File: config.mk
export PLATFORM = sky130hd
export DESIGN_NAME = reg_file_8x16
export DESIGN_NICKNAME = d
export VERILOG_FILES = /design/src/rtl/reg_file_pkg.sv /design/src/rtl/reg_file_8x16_demux_1_8.sv /design/src/rtl/reg_file_8x16.sv
export SDC_FILE = /design/constraint.sdc
export NUM_CORES = 1
export LEC_CHECK = 0
export CORE_MARGIN = 5
export CORE_UTILIZATION = 55
export CTS_CLUSTER_DIAMETER = 50
export DETAILED_ROUTE_END_ITERATION = 7
export PLACE_DENSITY_LB_ADDON = 0.2
export SYNTH_ARGS = -nofsm -noshare
export SYNTH_HDL_FRONTEND = slang
export SYNTH_SLANG_ARGS = --single-unit
File: constraint.sdc
create_clock -name clk -period 5.4 [get_ports clk]
set_clock_uncertainty 0.2 [all_clocks]
set_input_delay 1.08 -clock clk [delete_from_list [all_inputs] [get_ports clk]]
set_output_delay 1.08 -clock clk [all_outputs]
set_load 0.005 [all_outputs]
File: src/rtl/reg_file_pkg.sv
// reg_file_pkg: shared constants and types for the 8x16 register file.
//   DATA_W   - register width in bits
//   ADDR_W   - register address width
//   NUM_REGS - number of architectural registers (2**ADDR_W)
//   ZERO_REG - address of the hardwired-zero register
package reg_file_pkg;

  localparam int unsigned DATA_W   = 16;
  localparam int unsigned ADDR_W   = 3;
  localparam int unsigned NUM_REGS = 8;

  localparam logic [2:0] ZERO_REG = 3'd0;

  typedef logic [2:0]  reg_addr_t;
  typedef logic [15:0] reg_data_t;

endpackage

File: src/rtl/reg_file_8x16_demux_1_8.sv
// demux_1_8: 1-to-8 decoder producing a one-hot write strobe.
//   en - enable; when low the output is all zeros
//   s  - select, s[2] is the MSB
//   y  - one-hot output, y[k] = en & (s == k)
// Built bitwise from equality compares so an X/Z select with en low still
// yields a clean all-zero strobe.
import reg_file_pkg::*;

module demux_1_8 (
  input  logic      en,
  input  reg_addr_t s,
  output logic [7:0] y
);

  always_comb begin
    y = '0;
    for (int k = 0; k < 8; k++) begin
      y[k] = en && (s == 3'(k));
    end
  end

endmodule

File: src/rtl/reg_file_8x16.sv
// reg_file_8x16: 8-entry x 16-bit register file, one write port, two
// combinational read ports. R0 reads as zero and has no storage.
//   clk       - rising-edge clock
//   rst_n     - asynchronous active-low reset, clears all state
//   we/wa/wd  - write enable, address, data
//   ra0/rd0   - read port 0 (rs)
//   ra1/rd1   - read port 1 (rt)
//   wr_onehot - registered copy of the last decoded write strobe
//   wr_cnt    - count of accepted writes (WA != 0), wraps at 256
// Optional: define REG_FILE_BYPASS_EN to forward write data to a read port
// addressing the register being written in the same cycle.
import reg_file_pkg::*;

module reg_file_8x16 #(
  parameter int unsigned DATA_W = reg_file_pkg::DATA_W,
  parameter int unsigned ADDR_W = reg_file_pkg::ADDR_W
) (
  input  logic              clk,
  input  logic              rst_n,
  input  logic              we,
  input  logic [ADDR_W-1:0] wa,
  input  logic [DATA_W-1:0] wd,
  input  logic [ADDR_W-1:0] ra0,
  input  logic [ADDR_W-1:0] ra1,
  output logic [DATA_W-1:0] rd0,
  output logic [DATA_W-1:0] rd1,
  output logic [7:0]        wr_onehot,
  output logic [7:0]        wr_cnt
);

  logic [7:0]        strobe;
  logic              write_accepted;
  logic [DATA_W-1:0] regs_q [1:NUM_REGS-1];
  logic [7:0]        wr_onehot_q;
  logic [7:0]        wr_cnt_q;

  demux_1_8 u_demux (
    .en (we),
    .s  (wa),
    .y  (strobe)
  );

  // strobe[0] is decoded (and reported) but never loads anything.
  assign write_accepted = |strobe[NUM_REGS-1:1];

  always_ff @(posedge clk or negedge rst_n) begin
    if (!rst_n) begin
      for (int k = 1; k < NUM_REGS; k++) begin
        regs_q[k] <= '0;
      end
      wr_onehot_q <= '0;
      wr_cnt_q    <= '0;
    end else begin
      for (int k = 1; k < NUM_REGS; k++) begin
        if (strobe[k]) begin
          regs_q[k] <= wd;
        end
      end
      wr_onehot_q <= strobe;
      if (write_accepted) begin
        wr_cnt_q <= wr_cnt_q + 8'd1;
      end
    end
  end

  // 8:1 read muxes; address 0 falls through to the zero default.
  always_comb begin
    rd0 = '0;
    rd1 = '0;
    for (int k = 1; k < NUM_REGS; k++) begin
      if (ra0 == ADDR_W'(k)) rd0 = regs_q[k];
      if (ra1 == ADDR_W'(k)) rd1 = regs_q[k];
    end
`ifdef REG_FILE_BYPASS_EN
    // wa != 0 already implies ra != 0, so the R0 rule keeps priority.
    if (we && (wa != ZERO_REG) && (ra0 == wa)) rd0 = wd;
    if (we && (wa != ZERO_REG) && (ra1 == wa)) rd1 = wd;
`endif
  end

  assign wr_onehot = wr_onehot_q;
  assign wr_cnt    = wr_cnt_q;

endmodule
==> impl_results.md, run 1 <==
- Status: finished clean
- Ys async rst share: 100%
- Post-Place Setup Slack: 0.621 ns
- Syn Std Cell Area: 6690 µm²
- Cell mode on critical path: clkdlybuf4s50_1
- DP Wirelength: 11800 µm
- Clock Latency Late Sink: 0.42 ns
- CP max stage delay: 0.76 ns
- Setup Viol. Count Final: 0
- Normalized max-slew margin: 22.9%
- Total CTS buffers: 17
- Routability Congestion: 0.865
- Clock Tree Root: clkbuf_16
- Syn_area_per_cell: 9.48 µm²
- Share of layout cells above drive strength 1: between 10% and 20%
- Post-layout util: approximately 68%
- Initial antenna violation count: 0
- Busiest grt layer: met2
- Setup tns final: 0 ns
- Starting Density: about 56%
- Largest net degree at the start of global routing: 62
- Post-Syn Instances: 706
- Pre-antenna DRT Iters: 5
- CTS tree: done
- RSZ-0062 raised after global routing: no
- M1 GR Usage: 37.5%
- Worst Setup End Kind: primary output
- Maximum vdd drop: 0.246 mV
- Crit path kind: in -> out
- Vias in the first global route: a little under 6000
- Ports: 76
- Post-DRT Antenna Nets: 0
- Final hold vios: 0
- Core Region: 12000 µm²
- CP cell instances: clkdlybuf4s50_1 -> inv_1 -> a21oi_1 -> a221o_1 -> a22o_1 -> clkdlybuf4s50_1
- WP data required: 4.12 ns
- # H-tree levels: 4
- Max Fclk: 0.206 GHz
- Leak pwr: 3.80 nW
- CP Max Fanout: 8
- First-pass GRT wire length: 30700 µm
- Post_cts resized: 0
- Top cell type's share of synthesized area: a little under half
- Die width: 120 µm
- Vias/cell: 6.25
- Final Worst Setup Slack: 0.553 ns
- Post-CTS setup repair buffer count: 0
- PD cells: 382 nW/µm²
- Least-Margin Pin Slew: 1.15 ns
- Area delta synth->final: 21.2%
- GRT Residual Overflow: 0
- Number of clock sinks: 128
- Synthesized Nets: 735
- Worst min path class: reg -> reg
- Slew Viols, Final: 0
- DRC: 0
- Chip height: 120 µm
- Startpoint Class: primary input
- Hold Buf Count CTS: 0
- GR Util met2: 43.1%
- Sequential area share after synthesis: 47.9%
- Nets@finish: 803
- IO buf count: 75
- #FFs+latches synth: 128
- Clock Path Buffers: 2
- Yosys top cell by area: dfrtp_1
- FP Rows: 40
- Ant diodes: 0
- Iteration-0 DRC Markers: 692
- Cell with the most instances after synthesis: nand2_1
- Post-synth EDFFs: 0
- WL/cell: 20.7 µm
- Crit-path slowest cell: a21oi_1
- Synth unique cells: 42
- Clk pin slew, worst setup/hold paths: 0.06 ns
- Most frequent cells after synthesis: nand2_1 (214), dfrtp_1 (128), mux2_2 (44), mux2i_1 (44)
- Vias: 5842
- Synth area leaders: dfrtp_1 (48%), nand2_1 (12%), mux2_2 (7.4%)
- Met3 Use GR: 6.88%
- Die ar.: 14500 µm²
- Yosys warns: 0
- Maxcap violations: 0
- Worst Path Arrival: ~3.6 ns
- Post-Route WL: 19400 µm
- Ys flop type: dfrtp_1
- Post-route clock period utilization: 89.8%
- Gr usage total: 27.5%
- Min Tclk post-route: ~4.8 ns
cells by family (layout without fill, tap and decap cells):
family / after synthesis / in the layout / share of synthesized area [%]
AOI/OAI and AO/OA: 154 / 154 / 14.2
adders and majority gates: 1 / 1 / 0.187
muxes: 99 / 99 / 16.3
and+or+nand+nor: 262 / 262 / 16.3
DFF: 128 / 128 / 47.9
buffers and inverters: 55 / 136 / 4.15
xor gates and xnor gates: 7 / 7 / 0.916
routing by layer:
metal  vias up  part of all wire, %
li1       2593                    -
met1      2866                   42
met2       337                   47
met3        46                  9.0
met4         0                  2.2
met5         -                    0
through the flow:
step                hold slack, ns  power (mW)  instances  area, µm²
floorplan                    0.262        1.69        706       6690
global placement             0.260        1.97        902       7540
detailed placement           0.281        2.00        902       7540
CTS                          0.293        3.11        934       8110
global route                 0.305        3.25        934       8110
finish                       0.293        3.10        934       8110
worst max-delay path, delay by kind of cell:
family          cells  cell delay (ns)
buf+inv             3             1.33
compound gates      3             1.15
layout by cell type, fill, tap and decap left out, types with 2 or more instances in the layout:
master / count
nor2_1: 20
clkbuf_8: 6
clkdlybuf4s50_1: 72
inv_1: 4
clkbuf_1: 4
xor2_1: 3
nand2_1: 214
buf_4: 21
a21oi_1: 42
o21a_1: 2
a21o_1: 5
o22ai_1: 28
mux2_2: 44
mux2_4: 9
a221oi_1: 2
nor2b_1: 6
nand2b_1: 2
nor3_1: 5
nand3_1: 4
a22oi_1: 5
dfrtp_1: 128
o21ai_0: 42
a22o_1: 16
clkbuf_16: 17
mux2_1: 2
buf_2: 2
mux2i_1: 44
clkinv_2: 4
nand4_1: 2
clkinv_1: 4
nor3b_4: 2
xnor2_1: 4
nand4b_1: 3
a221o_1: 8
layout make-up:
| cell class | instances | area (µm²) |
|---|---|---|
| repair buffers | 96 | 908 |
| fillers | 946 | 3850 |
| well taps | 147 | 184 |
| multi-input cells | 523 | 3210 |
| flip-flops and latches | 128 | 3200 |
| clock inverters | 5 | 50.0 |
| clock buffers | 27 | 523 |
| inverters | 8 | 30.0 |
report_power, final:
group,internal [mW],switching [mW]
Combinational,0.368,0.303
Sequential,1.16,0.171
Clock,0.703,0.398
worst paths after layout:
check	end	cells past startpoint	slack, ns	from
worst max register to register	wr_cnt[7]	4	3.92	wr_cnt[3]
worst min-delay path	wr_cnt[7]	1	0.29	wr_cnt[7]
min in group asynchronous	wr_onehot[7]	1	0.54	rst_n
worst min register to register	wr_cnt[7]	1	0.29	wr_cnt[7]
worst max-delay path	rd1[1]	6	0.55	ra1[0]
max in group asynchronous	wr_cnt[2]	2	3.51	rst_n
registers in the layout, summed over array words and instances (netlist names):
signal and flops:
regs_q 112, wr_onehot 8, wr_cnt 8
Power figures use the tool's default switching activity.
==> run 2, diff against run 1 <==
--- a/config.mk
+++ b/config.mk
@@ -7,6 +7,7 @@
 export LEC_CHECK = 0
 export CORE_MARGIN = 5
 export CORE_UTILIZATION = 55
+export CTS_BUF_LIST = sky130_fd_sc_hd__clkbuf_8
 export CTS_CLUSTER_DIAMETER = 50
 export DETAILED_ROUTE_END_ITERATION = 7
 export PLACE_DENSITY_LB_ADDON = 0.2
==> run 2 against run 1 <==
Sequential share of layout area rose by 0.95 points. Clock power fell by 28%. Hold slack gained 0.0011 ns. Cell count is the same. Register-to-register slack barely moved. Critical path type unchanged.
==> impl_results.md, run 2 (synthesis results as in run 1) <==
- IO buf count: 75 (unchanged)
- Sw power: 0.834 mW (was 0.871 mW)
- Post-DRT Antenna Nets: 0 (unchanged)
- Setup Viol. Count Final: 0 (unchanged)
- CTS tree: done (unchanged)
- Clock Tree Root: clkbuf_8 (was clkbuf_16)
- Worst Path Arrival: 3.58 ns (was 3.57 ns)
- Iteration-0 DRC Markers: 777 (was 692)
- Nets@finish: 803 (unchanged)
- Min Tclk post-route: 4.86 ns (was 4.85 ns)
- Share of layout cells above drive strength 1: 13.9% (unchanged)
- Post_cts resized: 0 (unchanged)
- Crit path kind: in -> out (unchanged)
- Die width: 120 µm (unchanged)
- PD cells: 352 nW/µm² (was 382 nW/µm²)
- Multi-input gate area in the final layout: 3210 µm² (unchanged)
- Clk pwr share: 28.4% (was 35.5%)
- Post-layout util: 66.2% (was 67.8%)
- # H-tree levels: 4 (unchanged)
- Core Region: 12000 µm² (unchanged)
- FP Rows: 40 (unchanged)
- Vias: 5810 (was 5842)
- Ports: 76 (unchanged)
- Gate power share: 24.0% (was 21.6%)
- Vias in the first global route: 5764 (was 5793)
- Worst reg2reg path depth: 4 (unchanged)
- Clock Path Buffers: 2 (unchanged)
- Least-Margin Pin Slew: 1.15 ns (about the same)
- Seq. cell area: 3200 µm² (unchanged)
- Number of clock sinks: 128 (unchanged)
- Internal power: 1.95 mW (was 2.23 mW)
- Largest net degree at the start of global routing: 62 (unchanged)
- WL/cell: 20.5 µm (was 20.7 µm)
- Setup tns final: 0 ns (unchanged)
- GRT Residual Overflow: 0 (unchanged)
- DP Wirelength: 11800 µm (unchanged)
- Hold Buf Count CTS: 0 (unchanged)
- Reg2Reg Setup Slack: 3.93 ns (was 3.92 ns)
- Post-Route WL: 19200 µm (was 19400 µm)
- GR Util met2: 42.2% (was 43.1%)
- DRC: 0 (unchanged)
- Leak pwr: 3.73 nW (was 3.80 nW)
- Post-route clock period utilization: 90.0% (was 89.8%)
- Biggest register: regs_q (unchanged)
- Area delta synth->final: 18.3% (was 21.2%)
- Sequential Power Share: 47.6% (was 42.8%)
- Max Fclk: 0.206 GHz (about the same)
- Gr usage total: 27.3% (was 27.5%)
- Pre-antenna DRT Iters: 5 (unchanged)
- Hold depth: 1 (unchanged)
- Vias/cell: 6.22 (was 6.25)
- Placed Area: 7540 µm² (unchanged)
- Fin area: 7920 µm² (was 8110 µm²)
- Slew Viols, Final: 0 (unchanged)
- Ant diodes: 0 (unchanged)
- M1 GR Usage: 37.5% (about the same)
- Maximum vdd drop: 0.224 mV (was 0.246 mV)
- WP data required: 4.12 ns (about the same)
- Total CTS buffers: 17 (unchanged)
- Worst hold start: wr_cnt[7] (unchanged)
- Routability Congestion: 0.865 (unchanged)
- CP Max Fanout: 8 (unchanged)
- Worst R2R End: wr_cnt[7] (unchanged)
- Normalized max-slew margin: 22.9% (about the same)
- Clock Latency Late Sink: 0.45 ns (was 0.42 ns)
- Most common cell after layout, fill and taps aside: nand2_1 (unchanged)
- Startpoint Class: primary input (unchanged)
- Hold EP: wr_cnt[7] (unchanged)
- Busiest grt layer: met2 (unchanged)
- Worst min path class: reg -> reg (unchanged)
- Final hold vios: 0 (unchanged)
- Starting Density: 56.0% (unchanged)
- Post-CTS setup repair buffer count: 0 (unchanged)
- RSZ-0062 raised after global routing: no (unchanged)
- Clk pin slew, worst setup/hold paths: 0.07 ns (was 0.06 ns)
- First-pass GRT wire length: 30500 µm (was 30700 µm)
- Met3 Use GR: 6.59% (was 6.88%)
- Maxcap violations: 0 (unchanged)
- Max reg flops: 112 (unchanged)
- Worst r2r src: wr_cnt[3] (unchanged)
- Sw Ratio: 29.9% (was 28.1%)
- Die ar.: 14500 µm² (unchanged)
- Chip height: 120 µm (unchanged)
- Initial antenna violation count: 0 (unchanged)
- Status: finished clean (unchanged)
- Worst Setup End Kind: primary output (unchanged)
- Commonest non-fill, non-tap cells in the layout: nand2_1 (214), dfrtp_1 (128), clkdlybuf4s50_1 (72) (unchanged)
- Fillers: 971 (was 946)
==> run 2: cell types whose count changed in the layout (fill, tap and decap cells not counted), sizes merged <==
cell	delta
clkbuf	-4
inv	+4
==> run 2: worst max-delay path: stages <==
cell	delay (ns)
clkdlybuf4s50_1	0.72
inv_1	0.11
a21oi_1	0.76
a221o_1	0.23
a22o_1	0.17
clkdlybuf4s50_1	0.51
==> run 2: per-stage QoR <==
step	total power [mW]	worst slack, ns	instances	hold WS, ns
finish	2.78	0.540	934	0.294
global route	2.93	0.435	934	0.308
CTS	2.79	0.588	934	0.295
detailed placement	2.00	0.621	902	0.281
global placement	1.97	0.542	902	0.260
floorplan	1.69	1.99	706	0.262
==> run 2: worst max path at each step <==
| stage | startpoint | to | slack, ns |
|---|---|---|---|
| 2_1_floorplan | ra1[2] | rd1[12] | 1.99 |
| 3_3_place_gp | ra1[0] | rd1[1] | 0.54 |
| 3_5_place_dp | ra1[0] | rd1[1] | 0.62 |
| 4_1_cts | ra1[0] | rd1[1] | 0.59 |
| 5_1_grt | ra0[1] | rd0[9] | 0.44 |
| 6_report | ra1[0] | rd1[1] | 0.54 |
==> run 2: power by group through the flow <==
stage / Clock [mW] / Combinational [mW] / Sequential (mW)
after global placement: 0 / 0.651 / 1.32
final: 0.790 / 0.669 / 1.32
after detailed placement: 0 / 0.669 / 1.33
after floorplan: 0 / 0.402 / 1.29
after CTS: 0.800 / 0.672 / 1.32
after global routing: 0.848 / 0.738 / 1.34
==> run 2: cell type report <==
class | instances | area share [%]
clock inverter | 9 | 0.821
tap | 147 | 2.32
inverter | 8 | 0.379
timing repair buffer | 96 | 11.5
clock buffer | 23 | 4.00
multi-input combinational | 523 | 40.6
sequential | 128 | 40.4
==> run 2: layer usage <==
layer	part of all wire, %	wire length, µm
met3	9.3	1790
met4	2.5	474
met2	46	8870
met5	0	0
met1	42	8050
==> run 3, diff against run 2 <==
--- a/config.mk
+++ b/config.mk
@@ -7,8 +7,8 @@
 export LEC_CHECK = 0
 export CORE_MARGIN = 5
 export CORE_UTILIZATION = 55
-export CTS_BUF_LIST = sky130_fd_sc_hd__clkbuf_8
-export CTS_CLUSTER_DIAMETER = 50
+export CTS_BUF_LIST = sky130_fd_sc_hd__clkbuf_4 sky130_fd_sc_hd__clkbuf_8
+export CTS_CLUSTER_DIAMETER = 80
 export DETAILED_ROUTE_END_ITERATION = 7
 export PLACE_DENSITY_LB_ADDON = 0.2
 export SYNTH_ARGS = -nofsm -noshare
==> run 3 against run 2 <==
Fmax is essentially flat. Clock power grew 3.4%. First-iteration DRC count shrank 0.90%. Count of clock-buffer cells in the layout grew 4. Combinational power is essentially flat. Cell count is the same. Total power grew 0.89%. Sequential power is essentially flat. Non-clock buffer count is the same. Global-route usage is essentially flat. Critical endpoint is now rd0[9]. Utilization grew 0.13 points. Hold slack lost 0.00060 ns.
==> impl_results.md, run 3 (synthesis results as in run 1) <==
- Status: finished clean (unchanged)
- Iteration-0 DRC Markers: 770 (was 777)
- Fillers: 963 (was 971)
- Fin area: 7940 µm² (was 7920 µm²)
- Startpoint Class: primary input (unchanged)
- WL/cell: 20.4 µm (was 20.5 µm)
- Most common cell after layout, fill and taps aside: nand2_1 (unchanged)
- M1 GR Usage: 37.6% (was 37.5%)
- Crit-path slowest cell: clkdlybuf4s50_1 (was a21oi_1)
- Internal power: 1.98 mW (was 1.95 mW)
- Total CTS buffers: 17 (unchanged)
- Share of layout cells above drive strength 1: 14.4% (was 13.9%)
- Worst hold start: wr_cnt[7] (unchanged)
- Hold EP: wr_cnt[7] (unchanged)
- Final hold vios: 0 (unchanged)
- Starting Density: 56.0% (unchanged)
- Sw power: 0.831 mW (was 0.834 mW)
- Vias in the first global route: 5742 (was 5764)
- Die ar.: 14500 µm² (unchanged)
- IO buf count: 75 (unchanged)
- Placed Area: 7540 µm² (unchanged)
- Maxcap violations: 0 (unchanged)
- Gate power share: 23.8% (was 24.0%)
- CP Max Fanout: 12 (was 8)
- DRC: 0 (unchanged)
- DP Wirelength: 11800 µm (unchanged)
- Slew Viols, Final: 0 (unchanged)
- RSZ-0062 raised after global routing: no (unchanged)
- Ant diodes: 0 (unchanged)
- Nets@finish: 803 (unchanged)
- FP Rows: 40 (unchanged)
- Setup tns final: 0 ns (unchanged)
- Worst Path Arrival: 3.58 ns (about the same)
- Setup Viol. Count Final: 0 (unchanged)
- Sw Ratio: 29.6% (was 29.9%)
- Initial antenna violation count: 0 (unchanged)
- Clock Tree Root: clkbuf_8 (unchanged)
- Final std cells w/o fill: 934 (unchanged)
- Crit path kind: in -> out (unchanged)
- Core Region: 12000 µm² (unchanged)
- Post-Route WL: 19100 µm (was 19200 µm)
- Max reg flops: 112 (unchanged)
- GR Util met2: 42.3% (was 42.2%)
- Hold Buf Count CTS: 0 (unchanged)
- Least-Margin Pin Slew: 1.19 ns (was 1.15 ns)
- Vias: 5786 (was 5810)
- Number of clock sinks: 128 (unchanged)
- GRT Residual Overflow: 0 (unchanged)
- Ports: 76 (unchanged)
- Worst R2R End: wr_cnt[7] (unchanged)
- Largest net degree at the start of global routing: 62 (unchanged)
- Post-Place Setup Slack: 0.621 ns (unchanged)
- First-pass GRT wire length: 30500 µm (unchanged)
- Worst reg2reg path depth: 4 (unchanged)
- Leak pwr: 3.72 nW (was 3.73 nW)
- Clk pin slew, worst setup/hold paths: 0.07 ns (about the same)
- Pre-antenna DRT Iters: 7 (was 5)
- Busiest grt layer: met2 (unchanged)
- Gr usage total: 27.2% (was 27.3%)
- CTS tree: done (unchanged)
- Normalized max-slew margin: 20.7% (was 22.9%)
- Area delta synth->final: 18.5% (was 18.3%)
- Post-DRT Antenna Nets: 0 (unchanged)
- Post-layout util: 66.3% (was 66.2%)
- Clock Latency Late Sink: 0.45 ns (about the same)
- Final Worst Setup Slack: 0.541 ns (was 0.540 ns)
- Biggest register: regs_q (unchanged)
- Min Tclk post-route: 4.86 ns (about the same)
- Commonest non-fill, non-tap cells in the layout: nand2_1 (214), dfrtp_1 (128), clkdlybuf4s50_1 (72) (unchanged)
- Worst min path class: reg -> reg (unchanged)
- Routability Congestion: 0.865 (unchanged)
- Die width: 120 µm (unchanged)
- Cell mode on critical path: clkdlybuf4s50_1 (unchanged)
- Power Total: 2.81 mW (was 2.78 mW)
- WP data required: 4.12 ns (about the same)
- Max Fclk: 0.206 GHz (about the same)
- CP cell instances: clkdlybuf4s50_1 -> nand2b_1 -> buf_4 -> nor2_1 -> o22ai_1 -> o21ai_0 -> clkdlybuf4s50_1 (was clkdlybuf4s50_1 -> inv_1 -> a21oi_1 -> a221o_1 -> a22o_1 -> clkdlybuf4s50_1)
- PD cells: 354 nW/µm² (was 352 nW/µm²)
- Post-route clock period utilization: 90.0% (about the same)
- Worst Setup End Kind: primary output (unchanged)
- Vias/cell: 6.19 (was 6.22)
- Hold WS: 0.293 ns (was 0.294 ns)
- Reg2Reg Setup Slack: 3.92 ns (was 3.93 ns)
- Worst r2r src: wr_cnt[3] (unchanged)
- Clock Path Buffers: 2 (unchanged)
- Cell Count Post-Placement: 902 (unchanged)
- Sequential Power Share: 47.1% (was 47.6%)
- Met3 Use GR: 6.50% (was 6.59%)
- Chip height: 120 µm (unchanged)
- Hold depth: 1 (unchanged)
- Clk pwr share: 29.1% (was 28.4%)
- Maximum vdd drop: 0.222 mV (was 0.224 mV)
- CP max stage delay: 0.83 ns (was 0.76 ns)
- # H-tree levels: 4 (unchanged)
- Post-CTS setup repair buffer count: 0 (unchanged)
- Post_cts resized: 0 (unchanged)
## run 3: worst max-delay path by stage
| stage | startpoint | end | slack [ns] | cells past startpoint |
|---|---|---|---|---|
| finish | ra0[1] | rd0[9] | 0.54 | 7 |
| global route | ra0[1] | rd0[9] | 0.44 | 7 |
| CTS | ra1[0] | rd1[1] | 0.59 | 6 |
| detailed placement | ra1[0] | rd1[1] | 0.62 | 6 |
| global placement | ra1[0] | rd1[1] | 0.54 | 6 |
| floorplan | ra1[2] | rd1[12] | 1.99 | 6 |
## run 3: power groups by stage
stage                     Sequential [mW]  Clock [mW]  Combinational [mW]
after global placement               1.32           0               0.651
after detailed placement             1.33           0               0.669
after floorplan                      1.29           0               0.402
after CTS                            1.32       0.828               0.671
after global routing                 1.35       0.876               0.738
final                                1.32       0.817               0.668
## run 3: routing by layer
layer | part of all wire [%] | vias up
met1 | 41 | 2843
met3 | 9.9 | 39
li1 | - | 2593
met2 | 46 | 311
met5 | 0 | -
met4 | 2.4 | 0
## run 3: critical path: cells and delay by family
family / cells / cell delay (ns)
AO/OA/AOI/OAI: 2 / 0.15
buffers and inverters: 3 / 1.69
AND/OR/NAND/NOR: 2 / 0.64
## run 3: cell type report
type	instances	area, µm²	share of cell area [%]
Multi-Input combinational cell	523	3210	40.5
Sequential cell	128	3200	40.4
Timing Repair Buffer	96	908	11.4
Clock buffer	27	347	4.37
Tap cell	147	184	2.32
Clock inverter	5	50.0	0.631
Inverter	8	30.0	0.378
==> RTL edit (flow settings as in run 1) <==
Remove the register `wr_onehot_q`: a continuous assignment takes its place, so the output `wr_onehot` follows one clock earlier.
--- a/src/rtl/reg_file_8x16.sv
+++ b/src/rtl/reg_file_8x16.sv
@@ -48,7 +48,6 @@
       for (int k = 1; k < NUM_REGS; k++) begin
         regs_q[k] <= '0;
       end
-      wr_onehot_q <= '0;
       wr_cnt_q    <= '0;
     end else begin
       for (int k = 1; k < NUM_REGS; k++) begin
@@ -56,12 +55,13 @@
           regs_q[k] <= wd;
         end
       end
-      wr_onehot_q <= strobe;
       if (write_accepted) begin
         wr_cnt_q <= wr_cnt_q + 8'd1;
       end
     end
   end
+
+  assign wr_onehot_q = strobe;
 
   // 8:1 read muxes; address 0 falls through to the zero default.
   always_comb begin
Formal check against the unedited RTL: not equivalent (Yosys sat finds a counterexample within 4 cycles, from zero or initial values and one cycle with rst_n low).
==> RTL edit against run 1 <==
  * Sequential share of layout area fell by 1.6 points
  * Design area is 2.3% lower
  * Wire length grew 4.2%
  * Sequential cell count is 8 lower
  * Setup slack got worse by 0.16 ns
  * Synthesized area decreased by 3.0%
  * Via count increased by 1.3%
  * Total power decreased by 2.0%
==> RTL edit: results (changes against run 1) <==
Power
  – VDD IR max: 0.2890 mV (+17%)
  – Leak: 3.704 nW (-2.5%)

Yosys
  – Share of the yosys chip area belonging to registers: 46.26% (-1.6 points)
  – Main area contributors after synthesis: dfrtp_1 46%, nand2_1 12%, mux2_2 7.6%, mux2i_1 6.8%, a21oi_1 3.2%
  – Top post-synthesis cells by count: 214 x nand2_1, 120 x dfrtp_1, 44 x mux2_2, 44 x mux2i_1
  – Post-Syn Nets: 727 (-1.1%)

Global route
  – Largest net degree at the start of global routing: 85 (+37%)
  – First-pass GRT wire length: 32330 µm (+5.2%)
  – Initial antenna violation count: 0 (unchanged)
  – Vias in the first global route: 6040 (+4.3%)
  – Gr usage total: 29.28% (+1.8 points)

Run status
  – Status: finished clean

Routing
  – DRC marker count from the first detailed-route iteration: 911 (+32%)
  – DR pass1 iterations: 8 (+3)
  – Via Count: 5917 (+1.3%)
  – Wire length per cell: 21.81 µm (+5.2%)

Worst setup path
  – FF-to-FF End: wr_cnt[7]$_DFFE_PN0P_
  – FF-to-FF setup slack: 3.98 ns (+0.06 ns)
  – Arrival time worst endpoint: 3.73 ns (+0.16 ns)
  – Worst-path fanout max: 11 (+3)
  – Reg-to-Reg Start: wr_cnt[2]$_DFFE_PN0P_

Cells and area
  – Nets: 802 (-0.12%)
  – ANT cells: 0 (unchanged)
  – Filler cells: 928 (-1.9%)
  – Share of layout cells above drive strength 1: 14.32% (+0.47 points)

Place
  – Placed inst area: 0.007373 mm² (-2.2%)
  – Routability cong.: 0.8692 (+0.53%)
  – Hpwl dp: 12610 µm (+6.6%)

Clock network
  – Clock latency at the later pin of the worst-skew pair: 0.42 ns (about the same)

STA
  – Worst slew margin: 26.50% (+3.6 points)
## RTL edit: changes by cell type after synthesis
cell,change
buf_2,+1
buf_4,-1
dfrtp_1,-8
## RTL edit: metal layers
metal / GRT usage [%] / up-vias / part of all wire (%)
met5: 0 / - / 0
met4: 13.25 / 0 / 3.4
met3: 7.736 / 67 / 9.2
met2: 45.58 / 351 / 47
met1: 38.55 / 2916 / 41
li1: - / 2583 / -
## RTL edit: how the worst max path moves through the flow
stage / start / to
detailed placement: ra1[0] / rd1[4]
global placement: ra1[2] / rd1[4]
global route: ra1[2] / rd1[12]
CTS: ra1[0] / rd1[4]
finish: ra1[2] / rd1[4]
floorplan: ra1[2] / rd1[12]
## RTL edit: report_power, final
part           switching, mW  total (mW)  leakage, nW  internal, mW
combinational          0.307       0.676         1.95         0.370
clock                  0.382        1.08        0.272         0.702
sequential             0.180        1.28         1.48          1.10
## RTL edit: cells by family after synthesis
kind of cell | share of synthesized area, %
AND/OR/NAND/NOR | 16.85
AO/OA/AOI/OAI | 14.67
flip-flops | 46.26
multiplexers | 16.85
buffers and inverters | 4.240
XOR/XNOR | 0.9445
adder cells (fa/ha/maj) | 0.1927
## RTL edit: critical path, stage by stage
cell	delay, ns
clkdlybuf4s50_1	0.77
nor2b_1	0.83
a22o_1	0.24
a221o_1	0.13
a22o_1	0.16
clkdlybuf4s50_1	0.52
## RTL edit: cell type report
cell class	instances	area, µm²	share of cell area (%)
clock buffer	24	481.7	6.078
inverter	8	30.03	0.3789
tap	143	178.9	2.258
timing repair buffer	103	948.4	11.97
multi-input combinational	523	3213	40.54
sequential	120	3003	37.89
clock inverter	4	70.07	0.8841
## RTL edit: stage by stage
stage | hold WS [ns] | setup slack [ns] | utilization (%) | cells
floorplan | 0.2619 | 2.008 | - | 698
global placement | 0.2657 | 0.5106 | 64.03 | 897
detailed placement | 0.2841 | 0.5141 | 64.03 | 897
CTS | 0.2930 | 0.4835 | 68.82 | 925
global route | 0.3073 | 0.3765 | 68.82 | 925
finish | 0.2872 | 0.3935 | 68.82 | 925
